==> src/rtl/clock_disp_pkg.sv <==
// Shared constants for the clock display path: digit width, blank code and channel map.
package clock_disp_pkg;

    localparam int          DIGIT_W         = 4;
    localparam logic [3:0]  DIGIT_BLANK     = 4'hF;

    localparam int          CH_TIME         = 0;
    localparam int          CH_ALARM        = 1;
    localparam int          CH_STOPWATCH    = 2;
    localparam int          CH_COUNT        = 3;

    localparam int          DEFAULT_TIMEOUT = 10;

    // Width needed to hold 0..max_val; never collapses to zero bits.
    function automatic int count_width(input int max_val);
        return (max_val > 0) ? $clog2(max_val + 1) : 1;
    endfunction

endpackage

==> src/rtl/btn_edge_det.sv <==
// Rising-edge detector for a debounced button level; combinational press output.
// The history flop resets to 1 so a button held through reset never reads as a press.
module btn_edge_det (
    input  logic clk,
    input  logic rst,
    input  logic btn,
    output logic press
);

    logic btn_prev_d;
    logic btn_prev_q;

    always_comb begin
        btn_prev_d = btn;
    end

    always_ff @(posedge clk) begin
        if (rst) begin
            btn_prev_q <= 1'b1;
        end else begin
            btn_prev_q <= btn_prev_d;
        end
    end

    assign press = btn & ~btn_prev_q;

endmodule

==> src/rtl/display_source_mux.sv <==
// Registered display-source selector: button-cycled channel, auto-return to channel 0, set-mode blink.
// One cycle from MODE/SRC_BUS/SET_ACTIVE to Z and BLANK; no combinational input-to-output path.
module display_source_mux
    import clock_disp_pkg::*;
#(
    parameter int               WIDTH      = DIGIT_W,
    parameter int               NCH        = CH_COUNT,
    parameter int               TIMEOUT    = DEFAULT_TIMEOUT,
    parameter logic [WIDTH-1:0] BLANK_CODE = WIDTH'(DIGIT_BLANK)
) (
    input  logic                   CLK,
    input  logic                   RST,
    input  logic                   TICK,
    input  logic                   MODE_BTN,
    input  logic                   SET_ACTIVE,
    input  logic [NCH*WIDTH-1:0]   SRC_BUS,
    output logic [WIDTH-1:0]       Z,
    output logic [$clog2(NCH)-1:0] MODE,
    output logic                   BLANK
);

    localparam int              MW         = $clog2(NCH);
    localparam int              CW         = count_width(TIMEOUT);
    localparam bit              TIMEOUT_EN = (TIMEOUT > 0);
    localparam logic [CW-1:0]   CNT_LAST   = CW'(TIMEOUT > 0 ? TIMEOUT - 1 : 0);
    localparam logic [MW-1:0]   MODE_LAST  = MW'(NCH - 1);

    logic             press;

    logic [MW-1:0]    mode_d,  mode_q;
    logic [CW-1:0]    cnt_d,   cnt_q;
    logic             phase_d, phase_q;
    logic [WIDTH-1:0] z_d,     z_q;
    logic             blank_d, blank_q;
    logic [WIDTH-1:0] sel_dat;

    btn_edge_det u_mode_btn (
        .clk   (CLK),
        .rst   (RST),
        .btn   (MODE_BTN),
        .press (press)
    );

    // Press outranks an expiring timeout: the channel advances from where it is.
    always_comb begin
        mode_d = mode_q;
        cnt_d  = cnt_q;
        if (press) begin
            mode_d = (mode_q == MODE_LAST) ? '0 : mode_q + 1'b1;
            cnt_d  = '0;
        end else if (mode_q == '0) begin
            cnt_d  = '0;
        end else if (TICK && TIMEOUT_EN) begin
            if (cnt_q == CNT_LAST) begin
                mode_d = '0;
                cnt_d  = '0;
            end else begin
                cnt_d  = cnt_q + 1'b1;
            end
        end
    end

    always_comb begin
        phase_d = phase_q;
        if (!SET_ACTIVE || (mode_d != mode_q)) begin
            phase_d = 1'b0;
        end else if (TICK) begin
            phase_d = ~phase_q;
        end
    end

    always_comb begin
        sel_dat = '0;
        for (int k = 0; k < NCH; k++) begin
            if (mode_q == MW'(k)) begin
                sel_dat = SRC_BUS[k*WIDTH +: WIDTH];
            end
        end
    end

    always_comb begin
        blank_d = phase_q & SET_ACTIVE;
        z_d     = blank_d ? BLANK_CODE : sel_dat;
    end

    always_ff @(posedge CLK) begin
        if (RST) begin
            mode_q  <= '0;
            cnt_q   <= '0;
            phase_q <= 1'b0;
            z_q     <= '0;
            blank_q <= 1'b0;
        end else begin
            mode_q  <= mode_d;
            cnt_q   <= cnt_d;
            phase_q <= phase_d;
            z_q     <= z_d;
            blank_q <= blank_d;
        end
    end

    assign Z     = z_q;
    assign MODE  = mode_q;
    assign BLANK = blank_q;

endmodule

==> config.mk <==
export PLATFORM = sky130hd
export DESIGN_NAME = display_source_mux
export DESIGN_NICKNAME = d
export VERILOG_FILES = /design/src/rtl/clock_disp_pkg.sv /design/src/rtl/btn_edge_det.sv /design/src/rtl/display_source_mux.sv
export SDC_FILE = /design/constraint.sdc
export NUM_CORES = 1
export LEC_CHECK = 0
export CAP_MARGIN = 20
export CORE_MARGIN = 1.5
export CORE_UTILIZATION = 45
export DETAILED_ROUTE_END_ITERATION = 8
export DONT_BUFFER_PORTS = 1
export GPL_ROUTABILITY_DRIVEN = 0
export SLEW_MARGIN = 20
export SYNTH_ARGS = -nofsm -noshare
export SYNTH_HDL_FRONTEND = slang
export SYNTH_SLANG_ARGS = --single-unit
export TNS_END_PERCENT = 20
==> constraint.sdc <==
create_clock -name CLK -period 1.45 [get_ports CLK]
set_input_delay 0.29 -clock CLK [delete_from_list [all_inputs] [get_ports CLK]]
set_output_delay 0.29 -clock CLK [all_outputs]
set_load 0.01 [all_outputs]
-- After elaboration in Yosys (flattened, before gate mapping)
Index checks and enable logic that the tools add are counted.
- add/sub/neg operators: 2
- equality and inequality tests: 4
- multiplexer cells: 10
- bitwise logic cells: 4
- reductions and logical operators: 5
- operators with widths (operator ; count):
    2-to-1 mux 4 bit ; 5
    2-to-1 mux 2 bit ; 5
    adder 4 x 1 -> 4 bit (second input constant) ; 1
    == test 4 bit (second input constant) ; 1
    OR reduction 3 bit ; 1
    adder 2 x 1 -> 2 bit (second input constant) ; 1
    AND 1 bit ; 2
    == test 2 x 1 -> 1 bit (second input constant) ; 1
    == test 2 bit (second input constant) ; 1
    logical NOT 2 bit ; 1
    != test 2 bit ; 1
    NOT 1 bit ; 2
    OR reduction 2 bit ; 1
    logical NOT 1 bit ; 1
    logical OR 1 bit ; 1
- flip-flop bits (word level): 13
- bits of input ports: 17
- output and inout bits: 7
- word-level logic and storage cells: 31

-- Logic depth before layout (Yosys ltp)
Gate-level depths: netlist (run 1).
- word-level depth: 8
- mapped depth: 4
- depth with buffers taken out: 3

-- Hierarchy
From an unflattened synthesis (run 1), not the netlist that was laid out.
- cells, all modules: 65
- area total of the unflattened synthesis: 588.1 um^2
- by module, submodules not included (module ; times used ; cells an instance ; area each (um^2)):
    display_source_mux ; 1 ; 62 ; 555.5
    btn_edge_det ; 1 ; 3 ; 32.5

-- Worst setup path after synthesis (run 1)
Ideal clock, no wire load.
- path type: register to register
- start: register mode_q[0], in the netlist MODE[0]
- end: register cnt_q[3]
- library setup time: 0.070 ns
- arrival time: 1.042 ns
- setup slack: 0.338 ns
- stages on the path, launching flop included: 5
- path buffers: 1
- clock period less this slack: 1.112 ns
- cell sequence: dfxtp_1 > buf_4 > nor2_1 > or3_4 > a21oi_1
- word-level cells in the longest chain between the ends: 2
- RTL lines (what ; line ; source):
    from (decl) ; display_source_mux.sv:30 ; logic [MW-1:0] mode_d, mode_q;
    from (signal assigned) ; display_source_mux.sv:94 ; mode_q <= mode_d;
    logical NOT 2 bit ; display_source_mux.sv:51 ; end else if (mode_q == '0) begin
    OR reduction 3 bit (no source line) ; n/a ;
    to (signal assigned) ; display_source_mux.sv:95 ; cnt_q <= cnt_d;
    to (decl) ; display_source_mux.sv:31 ; logic [CW-1:0] cnt_d, cnt_q;
No other way between the ends.
A chain may end at the register's enable or synchronous reset.

-- Worst setup path after layout (run 1)
Ends and elaborated chain as after synthesis.

==> results of run 1 <==
[area by class of cell]
cell class	count	share of cell area
tap	14	0.0280
multi-input combinational	50	0.514
sequential	13	0.416
clock buffer	4	0.0420
[worst max-delay path by stage]
| stage | from | end | slack [ps] | cells past startpoint |
|---|---|---|---|---|
| 2_1_floorplan | MODE[0] | cnt_q[3] | 340 | 4 |
| 3_3_place_gp | MODE[0] | phase_q | 220 | 3 |
| 3_5_place_dp | MODE[0] | cnt_q[3] | 170 | 3 |
| 4_1_cts | MODE[0] | cnt_q[3] | 160 | 3 |
| 5_1_grt | MODE[0] | phase_q | 30 | 3 |
| 6_report | MODE[0] | cnt_q[3] | 160 | 3 |
[worst max-delay path: cells and delay by family, from the launching register on]
family             cells  cell delay, ps
DFF                    1             590
and+or+nand+nor        2             510
AOI/OAI and AO/OA      1             120
[where the power goes]
group          leakage [nW]  switching, mW  internal, mW
clock network        0.0150          0.106         0.106
logic                0.0897         0.0159        0.0231
registers             0.106         0.0148         0.371
[metal layers]
| layer | vias to the layer above | global-route usage |
|---|---|---|
| li1 | 234 | - |
| met1 | 196 | 0.234 |
| met2 | 18 | 0.213 |
| met3 | 0 | 0.0455 |
| met4 | 0 | 0.0776 |
| met5 | - | 0 |
[kinds of logic (layout without fill, tap and decap cells)]
kind of cell	count (synthesis)	count (layout)	synth area share
and+or+nand+nor	31	31	0.298
muxes	4	4	0.0667
AOI/OAI and AO/OA	12	12	0.127
buffers and inverters	2	4	0.0313
xor gates and xnor gates	3	3	0.0438
DFF	13	13	0.433
[placed cells by master (no fill, tap or decap)]
master / instances
nand2_1: 8
or2_2: 5
and4b_2: 1
nor2b_1: 4
nand2b_2: 1
or3b_1: 1
mux2i_1: 4
a21oi_1: 3
clkbuf_1: 1
nand3b_1: 1
a31oi_1: 4
nor2_1: 4
o311ai_0: 2
clkbuf_4: 3
xnor2_1: 1
o21ai_0: 2
or3_4: 1
nand2b_1: 1
xor2_1: 2
a21oi_2: 1
nand3_1: 1
nor4_1: 2
dfxtp_1: 13
nand2_2: 1
[sequential cells by signal (all words and copies together), names as in the netlist]
register and count:
MODE 2, u_mode_btn.btn_prev_q 1, phase_q 1, BLANK 1, cnt_q 4, Z 4
[per-stage QoR]
| step | worst slack (ps) | power, mW | hold slack, ps | util | std cells |
|---|---|---|---|---|---|
| floorplan | 338 | 0.434 | 397 | - | 65 |
| global placement | 220 | 0.433 | 364 | 0.512 | 77 |
| detailed placement | 174 | 0.434 | 364 | 0.512 | 77 |
| CTS | 156 | 0.648 | 75.8 | 0.534 | 81 |
| global route | 28.6 | 0.674 | 69.9 | 0.534 | 81 |
| finish | 161 | 0.637 | 82.3 | 0.534 | 81 |
==> summary.md, run 1 <==
| Metric | Value |
|---|---|
| Outcome | finished, final reports clean |
| Setup TNS | 0 ps |
| Worst-Skew Late Latency | 260 ps |
| Fmax | 776 MHz |
| Hold buffers post-CTS | 0 |
| Seq/Total Area, Yosys | 0.433 |
| Max Clock Skew | approximately 2.6 ps |
| Die Ht | between 30 and 40 um |
| Share of the synthesized area in the top cell type | 0.433 |
| Clk root buf | clkbuf_4 |
| Cells after synthesis | 65 |
| Wire length on met2 | 406 um |
| Final WL | 1.02 mm |
| TritonCTS Buffers | 3 |
| Post-synth top flop | dfxtp_1 |
| Buffer count from post-CTS setup fixing | 0 |
| Crit path capture type | flop |
| Global-route wire length before repair | 1.68 mm |
| Commonest cells post-synth | dfxtp_1, nand2_1, or2_2 |
| Top post-synthesis cells by area | dfxtp_1, mux2i_1, or2_2, nand2_1, a31oi_1 |
| RR Startpoint | MODE[0] |
| Worst hold stages | 1 |
| Syn avg cell area | 9.24 um2 |
| Post-synth top area cell | dfxtp_1 |
| Initial core utilization | 0.513 |
| EDFF count, synth | 0 |
| Async S/R FF share, synth | 0 |
| Filler cell count | between 100 and 150 |
| RR Endpoint | cnt_q[3] |
| Hold EP | Z[1] |
| N_diodes | 0 |
| Kind of critical path | flop to flop |
| Final Cycle Share | 0.889 |
| Pre-antenna DRT Iters | 2 |
| Layout overhead on the synthesized area | 4.17% |
| Detailed router's first-iteration violation count | 3 |
| Die area | 0.00156 mm2 |
| Routed wire length per instance | 12.6 um |
| Layout cells sized above 1 | 0.194 |
| Std-Cell Rows | 12 |
| DRT antenna net count | 0 |
| Total track usage | 0.162 |
| Max-Cap Viols | 0 |
| Hold Crit Class | input port to flop |
| Slew HR | 0.713 |
| Ys Warns | 0 |
| IO Pins | 24 |
| FF+latch area | between 200 and 300 um2 |
| Initial antenna violation count | 0 |
| CP Max Fanout | 9 |
| Unique cell type count in the Yosys netlist | 24 |
| Clock transition at path regs | ~80 ps |
| Syn_nets | 82 |
| Synthesis-stage register bit count | 13 |
| CP max-delay cell | dfxtp_1 |
| RSZ-0062 raised after global routing | false |
| Final Hold Violating Endpoints | 0 |
| Hold path startpoint | RST |
| Critical path's largest stage delay | approximately 590 ps |
| Power per cell area | just over 1000 mW/mm2 |
| Final instance area | between 600 and 700 um2 |
| WL met1 | approximately 530 um |
| Worst R2R Path Depth | 3 |
| Reg2reg setup slack | 160 ps |
| DP HPWL | a little under 800 um |
| Nets | 85 |
| Core ar. | ~0.0012 mm2 |
| Clock tree buffer depth | 2 |
| Post-synthesis cell area | ~600 um2 |
| Setup violators final | 0 |
| DR vias | roughly 450 |
| Total grt overflow | 0 |
| Met3 wire len | roughly 84 um |
| CTS sink count | 13 |
| Avg Vias per Cell | 5.53 |
| Max layer used | met3 |
| Minimum clock period | 1290 ps |
| CTS tree | yes |
| Maximum number of pins on one net before global-route repair | 11 |
| Area of the multi-input gates | around 320 um2 |
| Post-DP Area | between 500 and 600 um2 |
| Cts repair resizes | 0 |
| Most common cell in the netlist | dfxtp_1 |
| WP data arrival | approximately 1500 ps |
| Required time of the critical path | approximately 1700 ps |
| H-tree depth | 1 |
| Leak | around 0.21 nW |
| Max VDD drop | 478 uV |
| Worst-Margin Slew | between 400 and 500 ps |
| Number of remaining DRC errors | 0 |
| IO buf count | 0 |
| Startpoint Class | flop |
| Final Slew Violations | 0 |
| Vias in the first global route | ~390 |
| Horiz. Die Dim | ~40 um |
| Worst path cell trace | nor2_1, or3_4, a21oi_1 |
Note: power is estimated with default switching activity, not from simulation.
==> run 2, diff against run 1 <==
--- a/config.mk
+++ b/config.mk
@@ -6,7 +6,7 @@
 export NUM_CORES = 1
 export LEC_CHECK = 0
 export CAP_MARGIN = 20
-export CORE_MARGIN = 1.5
+export CORE_MARGIN = 3
 export CORE_UTILIZATION = 45
 export DETAILED_ROUTE_END_ITERATION = 8
 export DONT_BUFFER_PORTS = 1
==> summary.md, run 2 (synthesis results as in run 1) <==
| Metric | Value |
|---|---|
| Worst path cell trace | nor2_1, or3_4, a21oi_1 |
| CP Max Fanout | 9 (unchanged) |
| Total grt overflow | 0 (unchanged) |
| Kind of critical path | flop to flop |
| Met3 wire len | 103 um (+23%) |
| DR vias | 460 (+2.7%) |
| Maximum number of pins on one net before global-route repair | 11 (unchanged) |
| Final Hold Violating Endpoints | 0 (unchanged) |
| CP top delay family | flip-flops |
| Buffer count from post-CTS setup fixing | 0 (unchanged) |
| Required time of the critical path | 1660 ps (about the same) |
| Final hold slack | 73.5 ps (-8.78 ps) |
| Detailed router's first-iteration violation count | 5 (+2) |
| Routed wire length per instance | 13.5 um (+6.8%) |
| Critical path's largest stage delay | 600 ps (about the same) |
| Minimum clock period | 1280 ps (-9.90 ps) |
| Wire length on met2 | 473 um (+17%) |
| Clock transition at path regs | 70 ps (about the same) |
| Pre-antenna DRT Iters | 4 (+2) |
| Global-route wire length before repair | 1.81 mm (+7.8%) |
| Initial antenna violation count | 0 (unchanged) |
| Total track usage | 0.136 (-0.0257) |
| Most frequent cells in the layout | dfxtp_1, nand2_1, or2_2 |
| Initial core utilization | 0.513 (unchanged) |
| Setup violators final | 0 (unchanged) |
| Final Slew Violations | 0 (unchanged) |
| Layout cells sized above 1 | 0.194 (unchanged) |
| IO buf count | 0 (unchanged) |
| Startpoint Class | flop |
| WL met1 | 507 um (-4.5%) |
| Leak | 0.211 nW (unchanged) |
| Avg Vias per Cell | 5.68 (+2.7%) |
| Max layer used | met4 |
| Final Cycle Share | 0.882 (-0.00683) |
| Die Ht | 42.5 um (+7.6%) |
| Max Clock Skew | 2.09 ps (-0.483 ps) |
| Final WL | 1.09 mm (+6.8%) |
| Clk root buf | clkbuf_4 |
| CTS tree | yes |
| Max-Cap Viols | 0 (unchanged) |
| N_diodes | 0 (unchanged) |
| IO Pins | 24 (unchanged) |
| Layout overhead on the synthesized area | 4.17% (unchanged) |
| DP HPWL | 819 um (+5.8%) |
| Cts repair resizes | 0 (unchanged) |
| DP Cell Count | 77 (unchanged) |
| Std-Cell Rows | 12 (unchanged) |
| Worst-Skew Late Latency | 270 ps (about the same) |
| CP max-delay cell | dfxtp_1 |
| Commonest non-fill, non-tap cell in the layout | dfxtp_1 |
| Clock tree buffer depth | 2 (unchanged) |
| Layout Cells excl Fill | 81 (unchanged) |
| TritonCTS Buffers | 3 (unchanged) |
| Number of remaining DRC errors | 0 (unchanged) |
| Worst R2R Path Depth | 3 (unchanged) |
| Power per cell area | 1030 mW/mm2 (+0.87%) |
| Slew HR | 0.699 (-0.0133) |
| RSZ-0062 raised after global routing | false |
| H-tree depth | 1 (unchanged) |
| Nets | 85 (unchanged) |
| CTS sink count | 13 (unchanged) |
| Worst hold stages | 1 (unchanged) |
| Hold Crit Class | input port to flop |
| Levels on crit path | 3 (unchanged) |
| Setup TNS | 0 ps (unchanged) |
| WP data arrival | 1490 ps (about the same) |
| Worst-Margin Slew | 450 ps (+19.9 ps) |
| Crit path capture type | flop |
| Max VDD drop | 467 uV (-2.3%) |
| Core ar. | 0.00117 mm2 (unchanged) |
| Die area | 0.00181 mm2 (+16%) |
| Horiz. Die Dim | 42.5 um (+7.6%) |
| Buffer and inverter count on the worst path | 0 (unchanged) |
| Vias in the first global route | 446 (+13%) |
| DRT antenna net count | 0 (unchanged) |
| Hold buffers post-CTS | 0 (unchanged) |
| Fmax | 782 MHz (+0.77%) |
| Outcome | finished, final reports clean |
run 2: cell counts in the layout (fill, tap and decap cells not counted):
Identical to the previous run, type by type.
run 2: path summary, 6_finish.rpt:
kind	startpoint	endpoint	slack [ps]
hold / removal	RST	Z[2]	70
setup / recovery	MODE[0]	cnt_q[3]	170
hold reg to reg	cnt_q[3]	cnt_q[3]	520
setup reg to reg	MODE[0]	cnt_q[3]	170
run 2: metrics by stage:
step                      utilization  total power, mW  worst slack [ps]  cell area, um2
after floorplan                     -            0.434               338             601
after global placement          0.512            0.433               219             599
after detailed placement        0.512            0.433               196             599
after CTS                       0.534            0.658               167             626
after global routing            0.534            0.682              73.9             626
final                           0.534            0.643               171             626
run 2: layer usage:
metal	vias up	GRT usage
li1	232	-
met1	204	0.171
met2	22	0.185
met3	2	0.0815
met4	0	0.0559
met5	-	0
run 2: power breakdown:
part | total, mW | internal, mW | leakage (nW) | switching [mW]
clock | 0.218 | 0.107 | 0.0150 | 0.111
sequential | 0.386 | 0.371 | 0.106 | 0.0153
combinational | 0.0385 | 0.0231 | 0.0897 | 0.0154
total | 0.643 | 0.501 | 0.211 | 0.142
run 2: cell type report:
type / count / area (um2)
Tap cell: 14 / 17.5
Fill cell: 114 / 546
Multi-Input combinational cell: 50 / 322
Sequential cell: 13 / 260
Clock buffer: 4 / 26.3
==> run 3, diff against run 2 <==
--- a/config.mk
+++ b/config.mk
@@ -7,12 +7,11 @@
 export LEC_CHECK = 0
 export CAP_MARGIN = 20
 export CORE_MARGIN = 3
-export CORE_UTILIZATION = 45
+export CORE_UTILIZATION = 40
 export DETAILED_ROUTE_END_ITERATION = 8
-export DONT_BUFFER_PORTS = 1
 export GPL_ROUTABILITY_DRIVEN = 0
+export PLACE_DENSITY = 0.75
 export SLEW_MARGIN = 20
 export SYNTH_ARGS = -nofsm -noshare
 export SYNTH_HDL_FRONTEND = slang
 export SYNTH_SLANG_ARGS = --single-unit
-export TNS_END_PERCENT = 20
==> summary.md, run 3 (synthesis results as in run 1) <==
| Metric | Value |
|---|---|
| DP HPWL | 1.08 mm (+32%) |
| Initial antenna violation count | 0 (unchanged) |
| Worst hold stages | 2 (+1) |
| Required time of the critical path | 1160 ps (-500 ps) |
| Number of remaining DRC errors | 0 (unchanged) |
| CP Max Fanout | 1 (-8) |
| Final WL | 1.40 mm (+28%) |
| Fin util | 0.666 (+0.132) |
| DR vias | 570 (+24%) |
| Hold path startpoint | cnt_q[3] |
| Minimum clock period | 1400 ps (+123 ps) |
| N_diodes | 0 (unchanged) |
| Worst path cell trace | clkdlybuf4s50_1 |
| H-tree depth | 1 (unchanged) |
| CP top delay family | buffers and inverters |
| Buffer and inverter count on the worst path | 1 (+1) |
| Worst-Skew Late Latency | 280 ps (about the same) |
| Total track usage | 0.164 (+0.0278) |
| Tot Pwr | 0.728 mW (+13%) |
| Outcome | finished, final reports clean |
| Kind of critical path | flop to output port |
| Crit path capture type | output port |
| Maximum number of pins on one net before global-route repair | 10 (-1) |
| Horiz. Die Dim | 44.8 um (+5.2%) |
| Nets | 114 (+34%) |
| Clock tree buffer depth | 2 (unchanged) |
| Core ar. | 0.00135 mm2 (+15%) |
| Pre-antenna DRT Iters | 4 (unchanged) |
| Std-Cell Rows | 13 (+1) |
| Hold Crit Class | flop to flop |
| Vias in the first global route | 527 (+18%) |
| Detailed router's first-iteration violation count | 5 (unchanged) |
| Max-Cap Viols | 0 (unchanged) |
| Setup violators final | 0 (unchanged) |
| Die area | 0.00200 mm2 (+11%) |
| Critical path's largest stage delay | 530 ps (-70 ps) |
| CTS sink count | 13 (unchanged) |
| CTS tree | yes |
| Fmax | 713 MHz (-8.8%) |
| Clock transition at path regs | 80 ps (about the same) |
| Buffer count from post-CTS setup fixing | 0 (unchanged) |
| Startpoint Class | flop |
| TritonCTS Buffers | 3 (unchanged) |
| Die Ht | 44.8 um (+5.2%) |
| CP max-delay cell | clkdlybuf4s50_1 |
| Max Clock Skew | 3.00 ps (+0.912 ps) |
| Filler cell count | 119 (+4.4%) |
| RSZ-0062 raised after global routing | false |
| Hold EP | cnt_q[3] |
| Total grt overflow | 0 (unchanged) |
| Commonest non-fill, non-tap cell in the layout | clkdlybuf4s50_1 |
| DP Cell Count | 107 (+39%) |
| WP data arrival | 1110 ps (-380 ps) |
| Layout Cells excl Fill | 111 (+37%) |
| Final Slew Violations | 0 (unchanged) |
| Max VDD drop | 526 uV (+13%) |
| IO Pins | 24 (unchanged) |
| DRT antenna net count | 0 (unchanged) |
| Layout cells sized above 1 | 0.198 (+0.00389) |
| RR Endpoint | cnt_q[3] |
| Initial core utilization | 0.445 (-0.0680) |
| Final Hold Violating Endpoints | 0 (unchanged) |
| Clk root buf | clkbuf_4 |
| Power per cell area | 809 mW/mm2 (-21%) |
| Global-route wire length before repair | 2.39 mm (+32%) |
| Routed wire length per instance | 12.6 um (-6.5%) |
| Most frequent cells in the layout | clkdlybuf4s50_1, dfxtp_1, nand2_1 |
| Final Cycle Share | 0.967 (+0.0847) |
| RR Startpoint | MODE[0] |
| Reg2reg setup slack | 310 ps (+140 ps) |
| Leak | 0.338 nW (+60%) |
| Avg Vias per Cell | 5.14 (-9.6%) |
| IO buf count | 23 (+23) |
| Worst-Margin Slew | 317 ps (-133 ps) |
| Layout overhead on the synthesized area | 49.8% |
| Levels on crit path | 1 (-2) |
| Worst R2R Path Depth | 4 (+1) |
| Slew HR | 0.786 (+0.0864) |
[run 3: cell count changes in the layout (fill, tap and decap cells not counted), sizes merged]
cell and change:
dlygate4sd2 +2, clkdlybuf4s50 +21, buf +6
[run 3: how the worst max path moves through the flow]
stage,from,endpoint
2_1_floorplan,MODE[0],cnt_q[3]
3_3_place_gp,TICK,MODE[1]
3_5_place_dp,TICK,MODE[1]
4_1_cts,BLANK,BLANK
5_1_grt,Z[0],Z[0]
6_report,BLANK,BLANK
[run 3: layout make-up]
type / count / area [um2] / share of cell area
timing repair buffer: 29 / 273 / 0.303
clock buffer: 4 / 26.3 / 0.0292
multi-input combinational: 50 / 322 / 0.357
tap: 15 / 18.8 / 0.0209
sequential: 13 / 260 / 0.289
[run 3: where the power goes]
part | internal [mW] | switching, mW | leakage (nW) | total, mW
Sequential | 0.371 | 0.00463 | 0.106 | 0.375
Combinational | 0.0843 | 0.0432 | 0.217 | 0.127
Clock | 0.107 | 0.118 | 0.0150 | 0.225
[run 3: through the flow]
step           hold slack, ps  worst slack, ps  setup TNS [ps]  instance area [um2]
2_1_floorplan             397              338               0                  601
3_3_place_gp              508           -0.157          -0.157                  876
3_5_place_dp              506            -41.7           -83.7                  876
4_1_cts                   518             29.5               0                  900
5_1_grt                   571             8.04               0                  900
6_report                  513             47.8               0                  900
[run 3: repair_timing]
item,in CTS,in global routing
hold buffers,0,0
gates resized for setup,2,0
endpoints found under the setup margin,2,0
[run 3: layer usage]
layer	vias to the layer above	GRT usage	part of all wire
met4	0	0.0361	0.0043
met5	-	0	0
met3	2	0.0757	0.095
li1	293	-	-
met2	21	0.269	0.48
met1	254	0.194	0.43
==> patch: new RTL, settings of run 1 <==
Register the output `Z` once more, without a reset; this adds one clock of latency there. The other outputs are not delayed to match. Comments in the files are not updated.
--- a/src/rtl/display_source_mux.sv
+++ b/src/rtl/display_source_mux.sv
@@ -101,3 +101,5 @@
 
-    assign Z     = z_q;
+    always_ff @(posedge CLK) begin
+        Z <= z_q;
+    end
     assign MODE  = mode_q;
Behaviour: not the same (a bounded check fails within 4 cycles, from zero or initial values and one cycle with RST high).
==> patch against run 1 <==
- critical path depth is the same
- sequential cell count rose by 4
- highest routed layer is now met4
- area after synthesis is 13% higher
- count of clock-buffer cells in the layout did not move
- worst setup slack gained 0.13 ns
- final area increased by 14%
- wire length is 0.39% higher
- total power increased by 22%
- die area rose by 12%
- global-route usage decreased by 3.5 points
- cell count is 7.4% higher
- critical path type unchanged
- synthesized cell count grew 6.2%
==> patch: results <==
INSERT INTO impl_metrics (metric_group, metric, value, unit) VALUES
('outcome', 'run_status', 'completed', ''),
('timing', 'fmax', '861', 'MHz'),
('setup_path', 'path_delay_family', 'simple AND/OR/NAND/NOR gates', ''),
('setup_path', 'cp_data_arrival_time', '1.38', 'ns'),
('timing', 'worst_slew_margin_rel', '79.8', '%'),
('synthesis', 'synth_nets', '86', ''),
('place', 'placed_area', '688', 'µm²'),
('cells_and_area', 'nets', '90', ''),
('cells_and_area', 'fillCellCount', '129', ''),
('synthesis', 'dominant_cells_by_area_after_synthesis', 'sky130_fd_sc_hd__dfxtp_1 50%, sky130_fd_sc_hd__mux2i_1 5.9%, sky130_fd_sc_hd__or2_2 4.6%', ''),
('timing', 'final.setup_skew', '0.00571', 'ns'),
('global_routing', 'grt_pass1_wl', '1670', 'µm'),
('synthesis', 'seq_area_frac_synth', '50.0', '%'),
('setup_path', 'crit_path_max_incr_delay', '0.49', 'ns'),
('synthesis', 'netlist_top_cells_count', '17 x sky130_fd_sc_hd__dfxtp_1, 8 x sky130_fd_sc_hd__nand2_1, 5 x sky130_fd_sc_hd__or2_2', ''),
('detailed_routing', 'first_pass_iters', '3', ''),
('detailed_routing', 'routed-via-count', '471', ''),
('cts', 'insertion_delay', '0.28', 'ns'),
('global_routing', 'vias_in_the_first_global_route', '427', ''),
('cells_and_area', 'synthToLayoutAreaGrowth', '4.96', '%');
patch: final cells by class:
| type | instances | area share, % |
|---|---|---|
| Clock buffer | 4 | 3.68 |
| Timing Repair Buffer | 1 | 1.05 |
| Tap cell | 15 | 2.63 |
| Sequential cell | 17 | 47.6 |
| Multi-Input combinational cell | 50 | 45.0 |
patch: layer usage:
| metal | share of wire, % | up-vias | GRT usage (%) |
|---|---|---|---|
| li1 | - | 249 | - |
| met3 | 8.9 | 4 | 6.96 |
| met4 | 2.2 | 0 | 8.39 |
| met2 | 38 | 19 | 16.9 |
| met1 | 50 | 199 | 15.5 |
| met5 | 0 | - | 0 |
patch: metrics by stage:
stage,cells,power (µW),hold WS [ns]
after detailed placement,83,557,0.313
after floorplan,69,555,0.310
after global routing,87,813,0.0530
after global placement,83,557,0.312
final,87,779,0.0640
after CTS,87,791,0.0525
patch: final timing paths:
kind / from / endpoint
worst max-delay path: MODE[1]$_SDFF_PP0_ / cnt_q[3]$_SDFFE_PP0P_
worst min-delay path: RST / MODE[1]$_SDFF_PP0_
worst max register to register: MODE[1]$_SDFF_PP0_ / cnt_q[3]$_SDFFE_PP0P_
worst min register to register: z_q[2]$_SDFF_PP0_ / Z[2]$_DFF_P_
patch: logic make-up after synthesis:
| group | Yosys count | share of synthesized area [%] |
|---|---|---|
| buffers and inverters | 2 | 2.76 |
| AOI/OAI and AO/OA | 12 | 11.2 |
| xor gates and xnor gates | 3 | 3.86 |
| DFF | 17 | 50.0 |
| and+or+nand+nor | 31 | 26.3 |
| muxes | 4 | 5.88 |
patch: worst register-to-register path, delay by kind of cell (launching register included):
family             cells  cell delay (ns)
and+or+nand+nor        2             0.50
AOI/OAI and AO/OA      1             0.12
DFF                    1             0.49
patch: report_power, final:
part | switching (µW) | leakage [µW] | internal [µW]
Sequential | 11.8 | 0.000140 | 489
Clock | 127 | 0.0000150 | 107
Combinational | 20.0 | 0.0000944 | 24.8
